$ cat config.mk
export PLATFORM = sky130hd
export DESIGN_NAME = pipe_stage_reg
export DESIGN_NICKNAME = d
export VERILOG_FILES = /design/src/rtl/pipe_pkg.sv /design/src/rtl/pipe_slot.sv /design/src/rtl/pipe_stage_reg.sv
export SDC_FILE = /design/constraint.sdc
export NUM_CORES = 1
export LEC_CHECK = 0
export BUFFER_PORTS_ARGS = -buffer_cell sky130_fd_sc_hd__buf_2
export CAP_MARGIN = 25
export CORE_MARGIN = 10
export CORE_UTILIZATION = 40
export DETAILED_ROUTE_END_ITERATION = 10
export MAX_ROUTING_LAYER = met4
export PLACE_DENSITY = 0.75
export SLEW_MARGIN = 20
export SYNTH_ARGS = -nofsm -noshare
export SYNTH_HDL_FRONTEND = slang
export SYNTH_SLANG_ARGS = --single-unit
$ cat constraint.sdc
create_clock -name clock -period 1.55 [get_ports clock]
set_input_delay 0.31 -clock clock [delete_from_list [all_inputs] [get_ports clock]]
set_output_delay 0.31 -clock clock [all_outputs]
set_load 0.05 [all_outputs]
$ cat src/rtl/pipe_pkg.sv
// Shared types and constants for the generic pipeline stage register.
// Optional skid slot is enabled with PIPE_STAGE_SKID_EN.
package pipe_pkg;

  localparam int DATA_W_DEF = 32;
  localparam int CTRL_W_DEF = 16;
  localparam int OCC_W      = 2;

  typedef enum logic [1:0] {
    PIPE_EMPTY = 2'd0,
    PIPE_FULL  = 2'd1,
    PIPE_SKID  = 2'd2
  } pipe_state_e;

endpackage

$ cat src/rtl/pipe_slot.sv
// One storage slot of a pipeline stage: valid bit plus data/ctrl payload.
// Clearing always zeroes ctrl; data is zeroed only when clear_data is set.
module pipe_slot
  import pipe_pkg::*;
#(
  parameter int DATA_W = DATA_W_DEF,
  parameter int CTRL_W = CTRL_W_DEF
) (
  input  logic              clock,
  input  logic              nreset,
  input  logic              load,
  input  logic              clear_ctrl,
  input  logic              clear_data,
  input  logic [DATA_W-1:0] load_data,
  input  logic [CTRL_W-1:0] load_ctrl,
  output logic              valid,
  output logic [DATA_W-1:0] data,
  output logic [CTRL_W-1:0] ctrl
);

  always_ff @(posedge clock) begin
    if (!nreset) begin
      valid <= 1'b0;
      data  <= '0;
      ctrl  <= '0;
    end else if (clear_ctrl) begin
      valid <= 1'b0;
      ctrl  <= '0;
      if (clear_data)
        data <= '0;
    end else if (load) begin
      valid <= 1'b1;
      data  <= load_data;
      ctrl  <= load_ctrl;
    end
  end

endmodule

$ cat src/rtl/pipe_stage_reg.sv
// Generic valid/ready pipeline stage register with hold and flush.
// Define PIPE_STAGE_SKID_EN to add a skid slot that registers in_ready.
module pipe_stage_reg
  import pipe_pkg::*;
#(
  parameter int DATA_W            = DATA_W_DEF,
  parameter int CTRL_W            = CTRL_W_DEF,
  parameter bit DATA_CLR_ON_FLUSH = 1'b1
) (
  input  logic              clock,
  input  logic              nreset,
  input  logic              hold,
  input  logic              flush,
  input  logic              in_valid,
  output logic              in_ready,
  input  logic [DATA_W-1:0] in_data,
  input  logic [CTRL_W-1:0] in_ctrl,
  output logic              out_valid,
  input  logic              out_ready,
  output logic [DATA_W-1:0] out_data,
  output logic [CTRL_W-1:0] out_ctrl,
  output logic [OCC_W-1:0]  occupancy
);

  logic              m_valid;
  logic [DATA_W-1:0] m_data;
  logic [CTRL_W-1:0] m_ctrl;
  logic              m_load;
  logic              m_clr;
  logic [DATA_W-1:0] m_ld_data;
  logic [CTRL_W-1:0] m_ld_ctrl;
  logic              s_valid;
  logic              advance;
  logic              in_take;
  logic              out_xfer;
  pipe_state_e       state;

  assign advance  = !flush && !hold;
  assign in_take  = in_valid && in_ready && !flush;
  assign out_xfer = m_valid && out_ready && advance;

  always_comb begin
    state = PIPE_EMPTY;
    if (s_valid)
      state = PIPE_SKID;
    else if (m_valid)
      state = PIPE_FULL;
  end

  pipe_slot #(
    .DATA_W (DATA_W),
    .CTRL_W (CTRL_W)
  ) u_main (
    .clock      (clock),
    .nreset     (nreset),
    .load       (m_load),
    .clear_ctrl (m_clr),
    .clear_data (DATA_CLR_ON_FLUSH),
    .load_data  (m_ld_data),
    .load_ctrl  (m_ld_ctrl),
    .valid      (m_valid),
    .data       (m_data),
    .ctrl       (m_ctrl)
  );

`ifdef PIPE_STAGE_SKID_EN
  logic              s_load;
  logic              s_clr;
  logic [DATA_W-1:0] s_data;
  logic [CTRL_W-1:0] s_ctrl;

  // Ready depends only on registered skid state, never on out_ready.
  assign in_ready = nreset && (flush || (!hold && !s_valid));

  always_comb begin
    m_load    = 1'b0;
    m_clr     = 1'b0;
    s_load    = 1'b0;
    s_clr     = 1'b0;
    m_ld_data = in_data;
    m_ld_ctrl = in_ctrl;
    if (flush) begin
      m_clr = 1'b1;
      s_clr = 1'b1;
    end else begin
      unique case (state)
        PIPE_EMPTY: m_load = in_take;
        PIPE_FULL: begin
          if (in_take && !out_xfer)
            s_load = 1'b1;
          else if (in_take)
            m_load = 1'b1;
          else if (out_xfer)
            m_clr = 1'b1;
        end
        PIPE_SKID: begin
          if (out_xfer) begin
            m_load    = 1'b1;
            m_ld_data = s_data;
            m_ld_ctrl = s_ctrl;
            s_clr     = 1'b1;
          end
        end
        default: ;
      endcase
    end
  end

  pipe_slot #(
    .DATA_W (DATA_W),
    .CTRL_W (CTRL_W)
  ) u_skid (
    .clock      (clock),
    .nreset     (nreset),
    .load       (s_load),
    .clear_ctrl (s_clr),
    .clear_data (DATA_CLR_ON_FLUSH),
    .load_data  (in_data),
    .load_ctrl  (in_ctrl),
    .valid      (s_valid),
    .data       (s_data),
    .ctrl       (s_ctrl)
  );

  assign occupancy = {1'b0, m_valid} + {1'b0, s_valid};
`else
  assign s_valid  = 1'b0;
  assign in_ready = nreset
                 && (flush || (!hold && (!m_valid || out_ready)));

  always_comb begin
    m_load    = 1'b0;
    m_clr     = flush;
    m_ld_data = in_data;
    m_ld_ctrl = in_ctrl;
    if (!flush) begin
      unique case (state)
        PIPE_EMPTY: m_load = in_take;
        PIPE_FULL: begin
          if (in_take)
            m_load = 1'b1;
          else if (out_xfer)
            m_clr = 1'b1;
        end
        default: ;
      endcase
    end
  end

  assign occupancy = {1'b0, m_valid};
`endif

  assign out_valid = m_valid;
  assign out_data  = m_data;
  assign out_ctrl  = m_ctrl;

endmodule

==> results of run 1 <==
## routing by layer
layer,part of all wire [%],routed length (um),vias to the layer above
li1,-,-,807
met1,46,2444,714
met2,44,2365,67
met3,9.0,478,4
met4,0.55,29,0
met5,0,0,-
## stage by stage
stage                     cells  instance area (um2)
final                       345                 2790
after global routing        345                 2790
after CTS                   345                 2788
after detailed placement    337                 2665
after global placement      337                 2665
after floorplan             173                 2063
## worst paths after layout
path	to	depth (start not counted)	slack [ns]
worst min-delay path	u_main.ctrl[12]$_SDFFE_PP0P_	2	0.24
worst min register to register	u_main.valid$_SDFFE_PP0P_	2	0.53
worst max-delay path	in_ready	4	0.11
worst max register to register	u_main.data[8]$_SDFFE_PP0P_	4	0.13
## placed cells by master, fill, tap and decap left out
| cell type | n |
|---|---|
| nor2b_4 | 1 |
| nand2_1 | 1 |
| inv_1 | 2 |
| buf_12 | 3 |
| nand4bb_4 | 1 |
| conb_1 | 1 |
| clkbuf_1 | 1 |
| o21ai_1 | 1 |
| buf_6 | 1 |
| dfxtp_1 | 48 |
| buf_2 | 103 |
| and3_1 | 48 |
| a21oi_1 | 1 |
| inv_4 | 1 |
| mux2_2 | 39 |
| mux2_4 | 9 |
| bufinv_16 | 1 |
| dfxtp_4 | 1 |
| buf_4 | 4 |
| a21boi_2 | 1 |
| clkbuf_8 | 6 |
| o2111ai_4 | 1 |
## power by group through the flow
stage	clock network (W)	logic (W)	registers (W)
floorplan	0	0.000100	0.00144
finish	0.000923	0.000327	0.00130
CTS	0.000963	0.000331	0.00130
global placement	0	0.000324	0.00133
global route	0.00101	0.000349	0.00130
detailed placement	0	0.000328	0.00133
## worst max-delay path, stage by stage, from the launching register on
cell	delay (ns)
dfxtp_4	0.38
inv_4	0.07
o21ai_1	0.08
a21boi_2	0.14
buf_6	0.17
## repair_timing
item | 4_1_cts | 5_1_grt
pin swaps | 0 | 1
hold buffers | 0 | 0
gates cloned | 0 | 0
hold endpoints to repair | 0 | 0
gates resized for setup | 3 | 2
setup buffers | 0 | 0
endpoints found under the setup margin | 1 | 1
## cell families after synthesis
group,count (synthesis),synth area share [%]
DFF,49,47.72
muxes,48,27.94
other,1,0.1824
buffers and inverters,20,5.782
AOI/OAI and AO/OA,4,1.582
and+or+nand+nor,51,16.80
## flip-flops by register name (all words and copies together), names as in the netlist
register      flops
u_main.ctrl      16
u_main.data      32
u_main.valid      1
## cell type report
type	instances	share of cell area [%]
multi-input cells	104	34.80
flip-flops and latches	49	35.29
clock buffers	7	3.094
clock inverters	1	1.076
repair buffers	111	22.11
well taps	70	3.139
inverters	3	0.4933
==> summary.md, run 1 <==
| Metric | Value |
|---|---|
| Clk sink count | `49` |
| Nets | `between 300 and 400` |
| Post-synth EDFFs | `0` |
| Die area | `between 8000 and 9000 um2` |
| Skew-Pair Late Insertion Delay | `between 0.2 and 0.3 ns` |
| CTS tree | `done` |
| Ports | `~110` |
| GRT Util Overall | `between 10% and 20%` |
| Primary FF master, synth | `dfxtp_1` |
| DPL Wire Length | `4.121 mm` |
| Synth Net Count | `227` |
| Initial drt markers | `52` |
| Core ar. | `5042 um2` |
| Initial Utilization | `40.77%` |
| Final worst setup slack | `0.1110 ns` |
| Busiest grt layer | `met2` |
| Htree depth | `2` |
| Reg power frac | `51.0%` |
| Internal power | `about 0.0019 W` |
| Largest area contributor in the netlist | `dfxtp_1` |
| Number of global-route vias before repair | `roughly 1.8k` |
| Hold WS | `0.2405 ns` |
| Setup TNS | `0 ns` |
| Clock Power Share | `36.2%` |
| Vias per cell | `4.614` |
| Switching pwr | `0.0006103 W` |
| PortBufs | `104` |
| CP Launch Type | `register` |
| Hold Crit Start | `in_ctrl[12]` |
| Place WS | `0.09227 ns` |
| Reg clk slew, reported paths | `0.08 ns` |
| Netlist cell types | `18` |
| Crit Reg-Reg Startpoint | `u_main.valid$_SDFFE_PP0P_` |
| Required time of the critical path | `1.24 ns` |
| Critical Path Sink Type | `output port` |
| Antenna violations before repair | `0` |
| ANT cells | `0` |
| Largest net degree at the start of global routing | `40` |
| PwrDens | `913.9 nW/um2` |
| Logic pwr share | `12.8%` |
| Hold WC Path Type | `input port to register` |
| Crit share post-route | `92.84%` |
| LEAKAGE | `1.640 nW` |
| Number of routed nets with antenna violations | `0` |
| Synth top area cells | `dfxtp_1 (48%), mux2_2 (21%), and3_1 (15%)` |
| Die span in x | `just over 90 um` |
| Switch share | `23.93%` |
| Gate Count Post-Synth | `173` |
| Share of cells above drive strength 1 | `a little over three fifths` |
| Core Util, Final | `55.34%` |
| Fin crit period | `between 1 and 1.5 ns` |
| Crit path max fanout | `4` |
| Drt total wl | `5.317 mm` |
| Drt pass-1 iters | `4` |
| Clk buf depth | `2` |
| Total CTS buffers | `5` |
| #FFs+latches synth | `~50` |
| Fin. max-slew vios | `0` |
| Mapped cell area | `2056 um2` |
| Synth warn | `0` |
| Async SR Flop Fraction | `0%` |
| Design Power | `0.002550 W` |
| Status | `complete, no violations` |
| Routed length per placed instance | `between 15 and 20 um` |
| Unrepaired setup endpoints after global routing | `no` |
| Routability cong. | `between 0.6 and 0.7` |
| CP Class | `register to output port` |
| VDD IR-drop max | `approximately 0.53 mV` |
| Met3 Usage GRT | `5.868%` |
| Mapped Avg Cell Area | `11.88 um2` |
| Area growth syn-to-layout | `35.73%` |
| Clock root cell | `clkbuf_8` |
| Die H | `roughly 92 um` |
| Most frequent cell after synthesis | `dfxtp_1` |
| Post-synth top cells | `dfxtp_1 (49), and3_1 (48), mux2_2 (39)` |
| Number of core rows | `26` |
| Storage cell area | `984.7 um2` |
| Drt drc | `0` |
| CP Launch Point | `u_main.valid$_SDFFE_PP0P_` |
| FILL cells | `449` |
| CP arrival | `1.13 ns` |
| Via count | `1592` |
| Grt ovf | `0` |
| Endpoints failing hold | `0` |
| Fmax | `694.9 MHz` |
| Final setup vio count | `0` |
| Area of the multi-input gates | `970.9 um2` |
| Met1 usage | `about 15%` |
| Clk_skew | `0.001161 ns` |
| Max-Cap Viols | `0` |
| First-pass GRT wire length | `8.583 mm` |
| Met2 global-route usage | `a little under a fifth` |
| Synth top area share | `47.72%` |
| Register area share after synthesis | `47.72%` |
Power figures use the tool's default switching activity.
==> inputs of run 2 (changes only) <==
--- a/config.mk
+++ b/config.mk
@@ -6,7 +6,7 @@
 export NUM_CORES = 1
 export LEC_CHECK = 0
 export BUFFER_PORTS_ARGS = -buffer_cell sky130_fd_sc_hd__buf_2
-export CAP_MARGIN = 25
+export CAP_MARGIN = 20
 export CORE_MARGIN = 10
 export CORE_UTILIZATION = 40
 export DETAILED_ROUTE_END_ITERATION = 10
@@ -15,4 +15,5 @@
 export SLEW_MARGIN = 20
 export SYNTH_ARGS = -nofsm -noshare
 export SYNTH_HDL_FRONTEND = slang
+export SYNTH_HIERARCHICAL = 1
 export SYNTH_SLANG_ARGS = --single-unit
==> constraint.sdc (replaced) <==
create_clock -name clock -period 1.2 [get_ports clock]
set_input_delay 0.24 -clock clock [delete_from_list [all_inputs] [get_ports clock]]
set_output_delay 0.24 -clock clock [all_outputs]
set_load 0.05 [all_outputs]
==> run 2 against run 1 <==
The flow now finishes with violations (negative setup slack). First-iteration DRC count down 7.7%. Design area up 8.0%. Worst setup slack got worse by 0.37 ns. Cell count rose by 14%. Global-route usage up 0.80 points. Clock power increased by 0.5%. Sequential share of layout area shrank 2.6 points. Wire length grew 12%. Hold slack lost 0.062 ns. Synthesized cell count is 21% higher. Critical path depth increased by 2. Highest routed layer unchanged.
==> summary.md, run 2 <==
| Metric | Value |
|---|---|
| Status | `finished with violations (was complete, no violations)` |
| Failing checks | `negative setup slack` |
| Fmax | `687.0 MHz` |
| Number of global-route vias before repair | `1886 (was 1761)` |
| Max reg flops | `32 (unchanged)` |
| Switch share | `26.07% (was 23.93%)` |
| Met1 usage | `15.35% (was 15.31%)` |
| Area growth syn-to-layout | `47.55% (was 35.73%)` |
| Most common cell after layout, fill and taps aside | `buf_2 (unchanged)` |
| Final setup vio count | `52 (was 0)` |
| Total CTS buffers | `5 (unchanged)` |
| GRT Util Overall | `13.51% (was 12.70%)` |
| PortBufs | `104 (unchanged)` |
| Crit share post-route | `121.3%` |
| Drt pass-1 iters | `4 (unchanged)` |
| Cell family with most CP delay | `flip-flops (unchanged)` |
| Largest Register | `u_main/data (was u_main.data)` |
| Reg clk slew, reported paths | `0.09 ns (was 0.08 ns)` |
| CP Class | `register to register (was register to output port)` |
| Htree depth | `2 (unchanged)` |
| Largest net degree at the start of global routing | `44 (was 40)` |
| Async SR Flop Fraction | `0% (unchanged)` |
| VDD IR-drop max | `0.5335 mV (was 0.5278 mV)` |
| Critical Path Sink Type | `register (was output port)` |
| Max-Cap Viols | `0 (unchanged)` |
| #FFs+latches synth | `49 (unchanged)` |
| Reg power frac | `54.2% (was 51.0%)` |
| Primary FF master, synth | `dfxtp_1 (unchanged)` |
| Die H | `91.45 um (was 91.69 um)` |
| Clk_skew | `0.005791 ns (was 0.001161 ns)` |
| Met2 global-route usage | `21.68% (was 18.90%)` |
| Endpoints failing hold | `0 (unchanged)` |
| Skew-Pair Late Insertion Delay | `0.29 ns (about the same)` |
| Routability cong. | `0.7087 (was 0.6560)` |
| First-pass GRT wire length | `9.108 mm (was 8.583 mm)` |
| Slowest stage delay, CP | `0.36 ns (was 0.38 ns)` |
| Via count | `1814 (was 1592)` |
| CTS tree | `done (unchanged)` |
| Setup TNS | `-10.45 ns (was 0 ns)` |
| Synth warn | `6 (was 0)` |
| Register area share after synthesis | `48.04% (was 47.72%)` |
| Gate Count Post-Synth | `210 (was 173)` |
| Switching pwr | `0.0007919 W (was 0.0006103 W)` |
| Clock Power Share | `30.6% (was 36.2%)` |
| Die area | `8363 um2 (was 8407 um2)` |
| Crit path max fanout | `7 (was 4)` |
| Netlist cell types | `19 (was 18)` |
| Unrepaired setup endpoints after global routing | `yes (was no)` |
| Clk buf depth | `2 (unchanged)` |
| Post-synth EDFFs | `0 (unchanged)` |
| Synth Net Count | `264 (was 227)` |
| Ports | `106 (unchanged)` |
| Worst path bufs/invs | `2 (unchanged)` |
| Required time of the critical path | `1.38 ns (was 1.24 ns)` |
| Core Util, Final | `62.14% (was 55.34%)` |
| Busiest grt layer | `met2 (unchanged)` |
| Number of routed nets with antenna violations | `0 (unchanged)` |
| Share of cells above drive strength 1 | `53.68% (was 62.55%)` |
| Number of core rows | `25 (was 26)` |
| Largest area contributor in the netlist | `dfxtp_1 (unchanged)` |
| Post-synth top cells | `nand2_1 (65), dfxtp_1 (49), o22ai_2 (30) (was dfxtp_1 (49), and3_1 (48), mux2_2 (39))` |
| Synth top area share | `48.04% (was 47.72%)` |
| Cells after DPL | `375 (was 337)` |
| ANT cells | `0 (unchanged)` |
| Commonest cells after routing, fill and taps aside | `buf_2 (100), nand2_1 (65), dfxtp_1 (48) (was buf_2 (103), and3_1 (48), dfxtp_1 (48))` |
| Largest regs | `u_main/data x32, u_main/ctrl x16, u_main/valid x1 (was u_main.data x32, u_main.ctrl x16, u_main.valid x1)` |
| Mapped cell area | `2042 um2 (was 2056 um2)` |
| Vias per cell | `4.616 (was 4.614)` |
| Met3 Usage GRT | `4.691% (was 5.868%)` |
| Initial Utilization | `42.12% (was 40.77%)` |
| Final std cells w/o fill | `393 (was 345)` |
| Nets | `379 (was 328)` |
| Fin crit period | `1.456 ns` |
| Routed length per placed instance | `15.21 um (was 15.41 um)` |
| Grt ovf | `0 (unchanged)` |
| Drt drc | `0 (unchanged)` |
| Synth top area cells | `dfxtp_1 (48%), o22ai_2 (18%), nand2_1 (12%) (was dfxtp_1 (48%), mux2_2 (21%), and3_1 (15%))` |
| Logic pwr share | `15.3% (was 12.8%)` |
| Critical Path, Cell by Cell | `a21oi_4 -> nor3b_4 -> buf_4 -> mux2_4 -> clkbuf_16 -> o22ai_2 (was inv_4 -> o21ai_1 -> a21boi_2 -> buf_6)` |
| Most frequent cell after synthesis | `nand2_1 (was dfxtp_1)` |
| Core ar. | `4848 um2 (was 5042 um2)` |
| Hold WC Path Type | `input port to register (unchanged)` |
| Mapped Avg Cell Area | `9.724 um2 (was 11.88 um2)` |
| Initial drt markers | `48 (was 52)` |
| Die span in x | `91.45 um (was 91.69 um)` |
| Clock root cell | `clkbuf_8 (unchanged)` |
| CP Launch Type | `register (unchanged)` |
| Final worst setup slack | `-0.2557 ns (was 0.1110 ns)` |
| Hold WS | `0.1787 ns (was 0.2405 ns)` |
| Antenna violations before repair | `0 (unchanged)` |
| PwrDens | `1008 nW/um2 (was 913.9 nW/um2)` |
| Internal power | `0.002245 W (was 0.001940 W)` |
| Fin. max-slew vios | `0 (unchanged)` |
| Drt total wl | `5.979 mm (was 5.317 mm)` |
| LEAKAGE | `1.354 nW (was 1.640 nW)` |
| Clk sink count | `49 (unchanged)` |
| CP max stage cell | `dfxtp_4 (unchanged)` |
| CP arrival | `1.64 ns (was 1.13 ns)` |
| DPL Wire Length | `4.061 mm (was 4.121 mm)` |
[run 2: routing by layer]
metal	vias to the layer above	part of all wire, %
li1	927	-
met1	813	43
met2	70	48
met3	4	7.7
met4	0	0.69
met5	-	0
[run 2: worst min-delay path, delay by kind of cell]
| family | cells | cell delay, ns |
|---|---|---|
| muxes | 1 | 0.06 |
| and+or+nand+nor | 1 | 0.07 |
| buffers and inverters | 1 | 0.07 |
[run 2: timing repair]
item | CTS | global route
hold buffers | 0 | 0
pin swaps | 0 | 3
endpoints found under the setup margin | 52 | 53
resized for setup | 20 | 11
setup buffers | 4 | 1
cloned | 2 | 3
[run 2: area by class of cell]
type,count,area (um2)
Clock inverter,2,10.01
Sequential cell,49,984.7
Clock buffer,6,72.57
Inverter,1,3.754
Fill cell,413,1836
Multi-Input combinational cell,141,1001
Tap cell,67,83.83
Timing Repair Buffer,127,857.1
[run 2: cells by family (layout without fill, tap and decap cells)]
logic type / Yosys count / in the layout / share of synthesized area (%)
AND/OR/NAND/NOR: 87 / 87 / 16.73
other: 2 / 2 / 0.3678
multiplexers: 17 / 17 / 8.578
flip-flops: 49 / 49 / 48.04
AO/OA/AOI/OAI: 35 / 35 / 20.16
buffers and inverters: 20 / 136 / 6.127
[run 2: path summary, 6_finish.rpt]
| kind | from | endpoint | slack (ns) | cells past startpoint |
|---|---|---|---|---|
| worst min register to register | u_main/data[31]$_SDFFE_PN0P_ | u_main/data[31]$_SDFFE_PN0P_ | 0.49 | 2 |
| worst min-delay path | in_ctrl[2] | u_main/ctrl[2]$_SDFFE_PP0P_ | 0.18 | 3 |
| worst max-delay path | u_main/valid$_SDFFE_PP0P_ | u_main/data[8]$_SDFFE_PN0P_ | -0.26 | 6 |
| worst max register to register | u_main/valid$_SDFFE_PP0P_ | u_main/data[8]$_SDFFE_PN0P_ | -0.26 | 6 |
[run 2: power by group through the flow]
stage          Sequential [W]  Combinational (W)  Clock, W
4_1_cts               0.00165           0.000434  0.000961
2_1_floorplan         0.00174           0.000206         0
5_1_grt               0.00165           0.000498   0.00105
3_5_place_dp          0.00168           0.000408         0
3_3_place_gp          0.00168           0.000404         0
6_report              0.00165           0.000463  0.000928
[run 2: per-stage QoR]
| stage | power, W | area, um2 | setup slack (ns) |
|---|---|---|---|
| 2_1_floorplan | 0.001946 | 2069 | -0.2564 |
| 3_3_place_gp | 0.002087 | 2698 | -0.2287 |
| 3_5_place_dp | 0.002092 | 2698 | -0.2612 |
| 4_1_cts | 0.003041 | 2892 | -0.2188 |
| 5_1_grt | 0.003193 | 3013 | -0.2976 |
| 6_report | 0.003037 | 3013 | -0.2557 |
